<file path="src/rtl/vga_pkg.sv">
// Shared types and default geometry for the VGA frame-buffer write path.
package vga_pkg;

   typedef logic [23:0] colour_t;

   typedef enum logic [1:0] {
      IDLE      = 2'd0,
      FILL_WAIT = 2'd1,
      FILL      = 2'd2
   } fbw_state_t;

   localparam int DEF_IMG_W  = 256;
   localparam int DEF_IMG_H  = 256;
   localparam int DEF_ADDR_W = 16;

endpackage

</file>
<file path="src/rtl/fb_wr_fifo.sv">
// Small synchronous FIFO holding pending {address, colour} frame-buffer writes.
module fb_wr_fifo #(
   parameter int DEPTH = 4,
   parameter int W     = 40
) (
   input  logic                     clk,
   input  logic                     rst_n,
   input  logic                     push,
   input  logic                     pop,
   input  logic [W-1:0]             din,
   output logic [W-1:0]             dout,
   output logic                     full,
   output logic                     empty,
   output logic [$clog2(DEPTH):0]   count
);

   localparam int PTR_W = $clog2(DEPTH);
   localparam int CNT_W = PTR_W + 1;

   if (DEPTH < 2 || (DEPTH & (DEPTH - 1)) != 0) begin : g_depth_chk
      $error("fb_wr_fifo: DEPTH must be a power of 2 and at least 2");
   end

   logic [W-1:0]     mem_q [DEPTH];
   logic [W-1:0]     mem_d [DEPTH];
   logic [PTR_W-1:0] wr_ptr_q, wr_ptr_d;
   logic [PTR_W-1:0] rd_ptr_q, rd_ptr_d;
   logic [CNT_W-1:0] count_q, count_d;
   logic             do_push, do_pop;

   assign full    = (count_q == CNT_W'(DEPTH));
   assign empty   = (count_q == '0);
   assign do_push = push && !full;
   assign do_pop  = pop && !empty;
   assign dout    = mem_q[rd_ptr_q];
   assign count   = count_q;

   // Pointers wrap naturally because DEPTH is a power of 2.
   always_comb begin
      mem_d    = mem_q;
      wr_ptr_d = wr_ptr_q;
      rd_ptr_d = rd_ptr_q;
      if (do_push) begin
         mem_d[wr_ptr_q] = din;
         wr_ptr_d        = wr_ptr_q + 1'b1;
      end
      if (do_pop) begin
         rd_ptr_d = rd_ptr_q + 1'b1;
      end
      count_d = count_q + CNT_W'(do_push) - CNT_W'(do_pop);
   end

   always_ff @(posedge clk or negedge rst_n) begin
      if (!rst_n) begin
         mem_q    <= '{default: '0};
         wr_ptr_q <= '0;
         rd_ptr_q <= '0;
         count_q  <= '0;
      end else begin
         mem_q    <= mem_d;
         wr_ptr_q <= wr_ptr_d;
         rd_ptr_q <= rd_ptr_d;
         count_q  <= count_d;
      end
   end

endmodule

</file>
<file path="src/rtl/fb_write_ctrl.sv">
// Frame-buffer write controller: buffers CPU pixel writes, drains them to the RAM
// write port during blanking, and performs whole-screen fills.
module fb_write_ctrl
   import vga_pkg::*;
#(
   parameter int IMG_W      = DEF_IMG_W,
   parameter int IMG_H      = DEF_IMG_H,
   parameter int ADDR_W     = DEF_ADDR_W,
   parameter int FIFO_DEPTH = 4,
   parameter bit GATE_BLANK = 1'b1
) (
   input  logic                          clk_25M,
   input  logic                          reset,
   input  logic                          enable_horizontal,
   input  logic                          enable_vertical,
   input  logic                          wr_valid,
   output logic                          wr_ready,
   input  logic [9:0]                    wr_x,
   input  logic [9:0]                    wr_y,
   input  colour_t                       wr_colour,
   input  logic                          fill_req,
   input  colour_t                       fill_colour,
   output logic                          fill_busy,
   input  logic                          err_clr,
   output logic                          drop_err,
   output logic [$clog2(FIFO_DEPTH):0]   fifo_count,
   output logic                          fb_we,
   output logic [ADDR_W-1:0]             fb_addr,
   output colour_t                       fb_data,
   output fbw_state_t                    state_dbg
);

   localparam int                PIXELS    = IMG_W * IMG_H;
   localparam logic [ADDR_W-1:0] LAST_ADDR = ADDR_W'(PIXELS - 1);
   localparam int                ENTRY_W   = ADDR_W + 24;

   if (longint'(PIXELS) > (longint'(1) << ADDR_W)) begin : g_size_chk
      $error("fb_write_ctrl: IMG_W*IMG_H does not fit in ADDR_W address bits");
   end

   fbw_state_t        state_q, state_d;
   logic [ADDR_W-1:0] fill_cnt_q, fill_cnt_d;
   colour_t           fill_colour_q, fill_colour_d;
   logic              fb_we_q, fb_we_d;
   logic [ADDR_W-1:0] fb_addr_q, fb_addr_d;
   colour_t           fb_data_q, fb_data_d;
   logic              drop_err_q, drop_err_d;

   logic              blank, write_ok, in_range, accept, push, pop, fill_wr;
   logic [ADDR_W-1:0] push_addr;
   logic [ENTRY_W-1:0] fifo_dout;
   logic              fifo_full, fifo_empty;

   assign blank     = !(enable_horizontal && enable_vertical);
   assign write_ok  = GATE_BLANK ? blank : 1'b1;
   assign in_range  = (32'(wr_x) < 32'(IMG_W)) && (32'(wr_y) < 32'(IMG_H));
   assign push_addr = ADDR_W'(32'(wr_y) * 32'(IMG_W) + 32'(wr_x));
   assign accept    = wr_valid && wr_ready;
   assign push      = accept && in_range;

   fb_wr_fifo #(
      .DEPTH (FIFO_DEPTH),
      .W     (ENTRY_W)
   ) u_fifo (
      .clk   (clk_25M),
      .rst_n (reset),
      .push  (push),
      .pop   (pop),
      .din   ({push_addr, wr_colour}),
      .dout  (fifo_dout),
      .full  (fifo_full),
      .empty (fifo_empty),
      .count (fifo_count)
   );

   always_ff @(posedge clk_25M or negedge reset) begin
      if (!reset) begin
         state_q       <= IDLE;
         fill_cnt_q    <= '0;
         fill_colour_q <= '0;
         fb_we_q       <= 1'b0;
         fb_addr_q     <= '0;
         fb_data_q     <= '0;
         drop_err_q    <= 1'b0;
      end else begin
         state_q       <= state_d;
         fill_cnt_q    <= fill_cnt_d;
         fill_colour_q <= fill_colour_d;
         fb_we_q       <= fb_we_d;
         fb_addr_q     <= fb_addr_d;
         fb_data_q     <= fb_data_d;
         drop_err_q    <= drop_err_d;
      end
   end

   // The fill counter only advances on write_ok cycles, so active video pauses it.
   always_comb begin
      state_d       = state_q;
      fill_cnt_d    = fill_cnt_q;
      fill_colour_d = fill_colour_q;
      unique case (state_q)
         IDLE: begin
            if (fill_req) begin
               fill_colour_d = fill_colour;
               state_d       = FILL_WAIT;
            end
         end
         FILL_WAIT: begin
            if (fifo_empty) begin
               fill_cnt_d = '0;
               state_d    = FILL;
            end
         end
         FILL: begin
            if (write_ok) begin
               if (fill_cnt_q == LAST_ADDR) begin
                  fill_cnt_d = '0;
                  state_d    = IDLE;
               end else begin
                  fill_cnt_d = fill_cnt_q + 1'b1;
               end
            end
         end
         default: state_d = IDLE;
      endcase
   end

   always_comb begin
      wr_ready  = !fifo_full && (state_q == IDLE);
      fill_busy = (state_q != IDLE);
      pop       = (state_q != FILL) && !fifo_empty && write_ok;
      fill_wr   = (state_q == FILL) && write_ok;
      fb_we_d   = pop || fill_wr;
      fb_addr_d = fb_addr_q;
      fb_data_d = fb_data_q;
      if (pop) begin
         fb_addr_d = fifo_dout[ENTRY_W-1 -: ADDR_W];
         fb_data_d = fifo_dout[23:0];
      end else if (fill_wr) begin
         fb_addr_d = fill_cnt_q;
         fb_data_d = fill_colour_q;
      end
      // A new drop takes priority over a clear in the same cycle.
      if (accept && !in_range) begin
         drop_err_d = 1'b1;
      end else if (err_clr) begin
         drop_err_d = 1'b0;
      end else begin
         drop_err_d = drop_err_q;
      end
   end

   assign fb_we     = fb_we_q;
   assign fb_addr   = fb_addr_q;
   assign fb_data   = fb_data_q;
   assign drop_err  = drop_err_q;
   assign state_dbg = state_q;

endmodule

</file>
<file path="config.mk">
export PLATFORM = sky130hd
export DESIGN_NAME = fb_write_ctrl
export DESIGN_NICKNAME = d
export VERILOG_FILES = /design/src/rtl/vga_pkg.sv /design/src/rtl/fb_wr_fifo.sv /design/src/rtl/fb_write_ctrl.sv
export SDC_FILE = /design/constraint.sdc
export NUM_CORES = 1
export LEC_CHECK = 0
export CAP_MARGIN = 0
export CELL_PAD_IN_SITES_DETAIL_PLACEMENT = 1
export CELL_PAD_IN_SITES_GLOBAL_PLACEMENT = 2
export CORE_ASPECT_RATIO = 0.6
export CORE_MARGIN = 2
export CORE_UTILIZATION = 44
export CTS_BUF_LIST = sky130_fd_sc_hd__clkbuf_4
export CTS_CLUSTER_DIAMETER = 60
export CTS_CLUSTER_SIZE = 12
export DETAILED_ROUTE_END_ITERATION = 6
export GPL_TIMING_DRIVEN = 0
export PLACE_DENSITY = 0.95
export SYNTH_ARGS = -nofsm -noshare
export SYNTH_HDL_FRONTEND = slang
export SYNTH_SLANG_ARGS = --single-unit
</file>
<file path="constraint.sdc">
create_clock -name clk_25M -period 4.4 [get_ports clk_25M]
set_clock_uncertainty 0.1 [all_clocks]
set_input_delay 0.88 -clock clk_25M [delete_from_list [all_inputs] [get_ports clk_25M]]
set_output_delay 0.88 -clock clk_25M [all_outputs]
set_load 0.01 [all_outputs]
</file>
# Word level (Yosys, flattened, before mapping)
# Index checks and enable logic that the tools add are counted.
dict set report classes {
  mux 21
  reduce_logical 26
  bitwise_logic 2
  magnitude_cmp 5
  n_eq_ne 9
  addsub 6
}
# operator n
set op_table {}
lappend op_table {{bitwise mux 160 bit} 1}
lappend op_table {{two-way mux 40 bit} 3}
lappend op_table {{binary-select mux 40 bit (select 2 bit)} 1}
lappend op_table {{demux 40 bit (select 2 bit)} 1}
lappend op_table {{two-way mux 16 bit} 5}
lappend op_table {{two-way mux 24 bit} 2}
lappend op_table {{one-hot mux 16 bit (2 select lines)} 1}
lappend op_table {{less-than comparator 10 x 9 -> 1 bit (second input constant)} 2}
lappend op_table {{adder 16 x 1 -> 16 bit (second input constant)} 1}
lappend op_table {{adder 16 x 10 -> 16 bit} 1}
lappend op_table {{equality test 16 bit (second input constant)} 1}
lappend op_table {{logical AND 1 bit} 12}
lappend op_table {{two-way mux 2 bit} 4}
lappend op_table {{!= test 2 bit (second input constant)} 4}
lappend op_table {{nonzero test 2 bit} 4}
lappend op_table {{greater-or-equal comparator 3 bit (second input constant)} 2}
lappend op_table {{NOT 2 -> 3 bit} 2}
lappend op_table {{one-hot mux 2 bit (3 select lines)} 1}
lappend op_table {{adder 2 x 1 -> 2 bit (second input constant)} 2}
lappend op_table {{logical NOT 1 bit} 4}
lappend op_table {{AND reduction 4 bit} 1}
lappend op_table {{adder 3 x 1 -> 3 bit} 1}
lappend op_table {{equality test 3 bit (second input constant)} 1}
lappend op_table {{logical NOT 3 bit} 1}
lappend op_table {{10 further kinds} 11}
dict set report word_totals {
  word_cells 83
  in_bits 75
  regBits 251
  output_inout_bits 49
}

# Longest topological paths before layout
dict set report depth {
  word_depth 8
  mapped_depth 10
  depth_no_buf 8
}

# By module
# Synthesis repeated with hierarchy kept, for this count alone.
dict set report unflattened {
  hier_cells 1411
  area_unflattened_um2 15319.7
}
# mod cells_each n_inst area_each_um2 seq_area_each_um2
set modules_own_cells {}
lappend modules_own_cells {fb_wr_fifo 1030 1 11449.7 4179.0}
lappend modules_own_cells {fb_write_ctrl 381 1 3870.0 2102.0}

# Worst setup path after synthesis
# OpenSTA, ideal clock, no wires.
dict set report synth_path {
  kind {in2reg}
  startpoint {in enable_horizontal}
  endpoint {reg u_fifo.count_q[2] (netlist: u_fifo.count[2])}
  setup_slack_ps 1543
  arrival_ps 2634
  required_ps 4177
  setup_ps 123
  path_buffers 2
  cell_stages 10
  path_cell_list {nand2_1 and3_1 clkbuf_1 clkbuf_1 ha_1 inv_1 ha_1 fa_1 xnor2_1 xnor2_1}
}
dict set report synth_between {
  elab_chain_cells 5
}
# element line
set synth_lines {}
lappend synth_lines {{from (decl)} fb_write_ctrl.sv:14} ;# input logic enable_horizontal,
lappend synth_lines {{logical AND 1 bit} fb_write_ctrl.sv:54} ;# assign blank = !(enable_horizontal && enable_vertical);
lappend synth_lines {{logical NOT 1 bit} fb_write_ctrl.sv:54}
lappend synth_lines {{logical AND 1 bit} fb_write_ctrl.sv:131} ;# pop = (state_q != FILL) && !fifo_empty && write_ok;
lappend synth_lines {{logical AND 1 bit} fb_wr_fifo.sv:34} ;# assign do_pop = pop && !empty;
lappend synth_lines {{via u_fifo.do_pop} fb_wr_fifo.sv:29} ;# logic do_push, do_pop;
lappend synth_lines {{subtractor 3 x 1 -> 3 bit} fb_wr_fifo.sv:50} ;# count_d = count_q + CNT_W'(do_push) - CNT_W'(do_pop);
lappend synth_lines {{via u_fifo.count_d[2]} fb_wr_fifo.sv:28} ;# logic [CNT_W-1:0] count_q, count_d;
lappend synth_lines {{to (signal assigned)} fb_wr_fifo.sv:63} ;# count_q <= count_d;
lappend synth_lines {{to (decl)} fb_wr_fifo.sv:28}
# The timed path passes the listed nets, and every way through them passes these cells.
# A chain may end at the register's enable or synchronous reset.

# Worst setup path in the final report
dict set report layout_path {
  startpoint {reg state_q[1] (netlist: state_dbg[1])}
  endpoint {out wr_ready}
}
dict set report layout_between {
  elab_chain_cells 2
}
# element line
set layout_lines {}
lappend layout_lines {{from (decl)} fb_write_ctrl.sv:41} ;# fbw_state_t state_q, state_d;
lappend layout_lines {{from (signal assigned)} fb_write_ctrl.sv:86} ;# state_q <= state_d;
lappend layout_lines {{logical NOT 2 bit} fb_write_ctrl.sv:129} ;# wr_ready = !fifo_full && (state_q == IDLE);
lappend layout_lines {{logical AND 1 bit} fb_write_ctrl.sv:129}
lappend layout_lines {{to (decl)} fb_write_ctrl.sv:17} ;# output logic wr_ready,
# No other way between the ends.

==> metrics.txt <==
outcome=complete, no violations; clock transition at the registers of the reported paths=around 150 ps; hold_ws=between 300 and 400 ps; die height=about 130 um; Distinct cells, synth=50; number of global-route vias before repair=roughly 7900; Synthesized Nets=883; number of pins with negative max-slew slack in the final report=0; Placer Congestion=approximately 0.76; CTS tree=built; count of flip-flops with a built-in enable after synthesis=0; number of antenna violations at the first check in global routing=1; power per standard cell area=about 500 nW/um^2; Chip Width=about 210 um; most instantiated cells after synthesis=sky130_fd_sc_hd__dfrtp_1 (251), sky130_fd_sc_hd__mux2_2 (150), sky130_fd_sc_hd__nand2_1 (103), sky130_fd_sc_hd__a22oi_1 (41), sky130_fd_sc_hd__mux4_2 (40); Avg WL per Cell=22.33 um; met3 routed WL=1397 um; final cell count without fillers=1279; Slew HR=0.2864; Critical Path AT=2400 ps; worst ir drop on vdd=237.7 uV; unrepaired setup endpoints after global routing=no; library cell with the highest instance count after synthesis=sky130_fd_sc_hd__dfrtp_1; min-delay worst type=reg -> reg; antenna-violating nets left=0; Clock Root Buffer=sky130_fd_sc_hd__clkbuf_4; Async S/R FF share, synth=1.000; top achievable clock speed=approximately 300 MHz; Die ar.=about 27000 um^2; final wirelength=about 29000 um; WS Path Type=reg -> out; Final Setup Violations=0; fraction of final layout cells sized beyond drive strength 1=0.2919; type of origin of the critical path=flip-flop; count of input and output buffers=123; layout overhead on the synthesized area=17.26%; Final nets=slightly above 1000; flip-flop and latch count after synthesis=roughly 250; core area=25170 um^2; maximum fanout count along the critical path=6; number of DRC violations after detailed routing=0; initial drt markers=about 500; post-synth top area cell=sky130_fd_sc_hd__dfrtp_1; total met2 wirelength after detailed routing=about 13000 um; pre-CTS setup slack=556.5 ps; Avg Synthesized Cell Area=between 10 and 15 um^2; post-route minimum period=3385 ps; post-synth top area share=0.5609; gate count of the mapped netlist=797; final hold violation count=0; most instantiated flip-flop cell in the synthesis netlist=sky130_fd_sc_hd__dfrtp_1; number of placed instances with taps included=~1300; number of clock buffers inserted by TritonCTS=24; total routed wire length on the met1 layer=13790 um; clock network latency to the later pin of the worst-skew pair=around 700 ps; main area contributors after synthesis=sky130_fd_sc_hd__dfrtp_1 (56%), sky130_fd_sc_hd__mux2_2 (15%), sky130_fd_sc_hd__mux4_2 (8.0%); starting density of the core=0.4449; drt pass-1 iters=5; HPWL after DPL=slightly above 20000 um; I/O pin total=approximately 120; clk sinks=~250; Overflow after GRT=0; part of the cycle the worst path needs=0.7693; # rows=45; Max Cap Violations=0; post-CTS setup-driven buffer insertion count=0; number of levels the H-tree was split into=1; data required time at the worst endpoint=roughly 3400 ps; filler cell count=between 2000 and 3000; via total after detailed routing=7181; static leakage=~6.2 nW; endpoint type of the worst setup path=primary output; highest metal layer with signal wires=met4; synthesized cell area=about 11000 um^2; largest net degree at the start of global routing=about 120; All-Layer GR Usage=0.2206; Slew @ Worst Pin=between 1000 and 1500 ps; fin worst setup slack=1015 ps; number of synthesis warnings=0; wire length of the first global-routing pass=approximately 46000 um; Avg Vias per Cell=~5.6; largest buffer count on any clock path=3; register area share after synthesis=0.5609
## metal layers
layer	vias to the layer above	track usage
met2	143	0.3475
met5	-	0
met3	27	0.03564
met4	0	0.03963
li1	3198	-
met1	3813	0.3285
## cell type report
cell class                 count  area [um^2]  area share
antenna                        1        2.502   0.0001906
buffer                        47        251.5     0.01915
clock buffer                  25        187.7     0.01429
clock inverter                 1        30.03    0.002287
inverter                      15        56.30    0.004288
multi-input combinational    484         4609      0.3510
sequential                   251         6281      0.4783
tap                          329        411.6     0.03135
timing repair buffer         126         1301     0.09910
## power by group
group / total [mW] / internal (mW) / switching (mW)
registers: 3.33 / 2.91 / 0.427
logic: 2.20 / 1.16 / 1.04
clock network: 1.04 / 0.321 / 0.721
## per-stage QoR
step                      power [mW]   TNS, ps    util  instance area [um^2]
after CTS                      6.651         0  0.5217                 13130
after floorplan                4.575         0       -                 11200
after global routing           6.984         0  0.5217                 13130
after detailed placement       5.603         0  0.5126                 12900
after global placement         5.484  -2128660  0.5102                 12840
final                          6.579         0  0.5218                 13130
## cells in the final DEF, fill, tap and decap left out, types with 3 or more instances in the layout
cell type,synthesis,layout
sky130_fd_sc_hd__a22oi_1,41,41
sky130_fd_sc_hd__o21ai_0,8,8
sky130_fd_sc_hd__nand3_1,13,13
sky130_fd_sc_hd__inv_1,15,15
sky130_fd_sc_hd__buf_6,7,7
sky130_fd_sc_hd__and4_1,4,4
sky130_fd_sc_hd__or3_1,5,5
sky130_fd_sc_hd__dfrtp_1,251,251
sky130_fd_sc_hd__buf_2,15,15
sky130_fd_sc_hd__nand4_1,11,11
sky130_fd_sc_hd__mux2_2,150,150
sky130_fd_sc_hd__nor2_1,8,8
sky130_fd_sc_hd__clkbuf_1,24,24
sky130_fd_sc_hd__mux4_2,40,40
sky130_fd_sc_hd__ha_1,9,9
sky130_fd_sc_hd__nand2_2,3,3
sky130_fd_sc_hd__clkbuf_4,0,25
sky130_fd_sc_hd__mux2_4,30,30
sky130_fd_sc_hd__xnor2_1,9,9
sky130_fd_sc_hd__a21oi_1,6,6
sky130_fd_sc_hd__a31oi_1,5,5
sky130_fd_sc_hd__and3_1,5,5
sky130_fd_sc_hd__nand2_1,103,103
sky130_fd_sc_hd__clkdlybuf4s50_1,0,122
## worst paths after layout
check / start / end / slack, ps / cells after the start
max in group asynchronous: reset / u_fifo.mem_q[47]$_DFFE_PN0P_ / 2360 / 4
max: state_dbg[1]$_DFFE_PN0P_ / wr_ready / 1020 / 4
min in group asynchronous: reset / u_fifo.mem_q[144]$_DFFE_PN0P_ / 510 / 2
max reg2reg: state_dbg[0]$_DFFE_PN0P_ / u_fifo.count[2]$_DFF_PN0_ / 1220 / 10
min reg2reg: fill_colour_q[10]$_DFFE_PN0P_ / fb_data[10]$_DFFE_PN0P_ / 390 / 2
min: fill_colour_q[10]$_DFFE_PN0P_ / fb_data[10]$_DFFE_PN0P_ / 390 / 2
## what timing repair did
item	in CTS	in global routing
hold buffers	1	0
resized for setup	0	0
endpoints found under the hold margin	16	0
## state kept, by name, indices dropped and copies added, names as in the netlist, 2 cells and up
register         count
fb_addr             16
fb_data             24
fill_cnt_q          16
fill_colour_q       24
state_dbg            2
u_fifo.count         3
u_fifo.mem_q       160
u_fifo.rd_ptr_q      2
u_fifo.wr_ptr_q      2
## worst max-delay path: stages (launching register included)
cell                              delay (ps)
sky130_fd_sc_hd__dfrtp_1                 480
sky130_fd_sc_hd__or2_1                   250
sky130_fd_sc_hd__clkbuf_1                190
sky130_fd_sc_hd__nor2_1                  240
sky130_fd_sc_hd__clkdlybuf4s50_1         580
## cell families after synthesis
| kind of cell | count (synthesis) | share of synthesized area |
|---|---|---|
| adders and majority gates | 11 | 0.01363 |
| buffers and inverters | 62 | 0.02749 |
| DFF | 251 | 0.5609 |
| muxes | 221 | 0.2724 |
| xor gates and xnor gates | 11 | 0.008604 |
| and+or+nand+nor | 165 | 0.06872 |
| AOI/OAI and AO/OA | 76 | 0.04827 |
No activity file was read; power rests on OpenSTA's default activity.
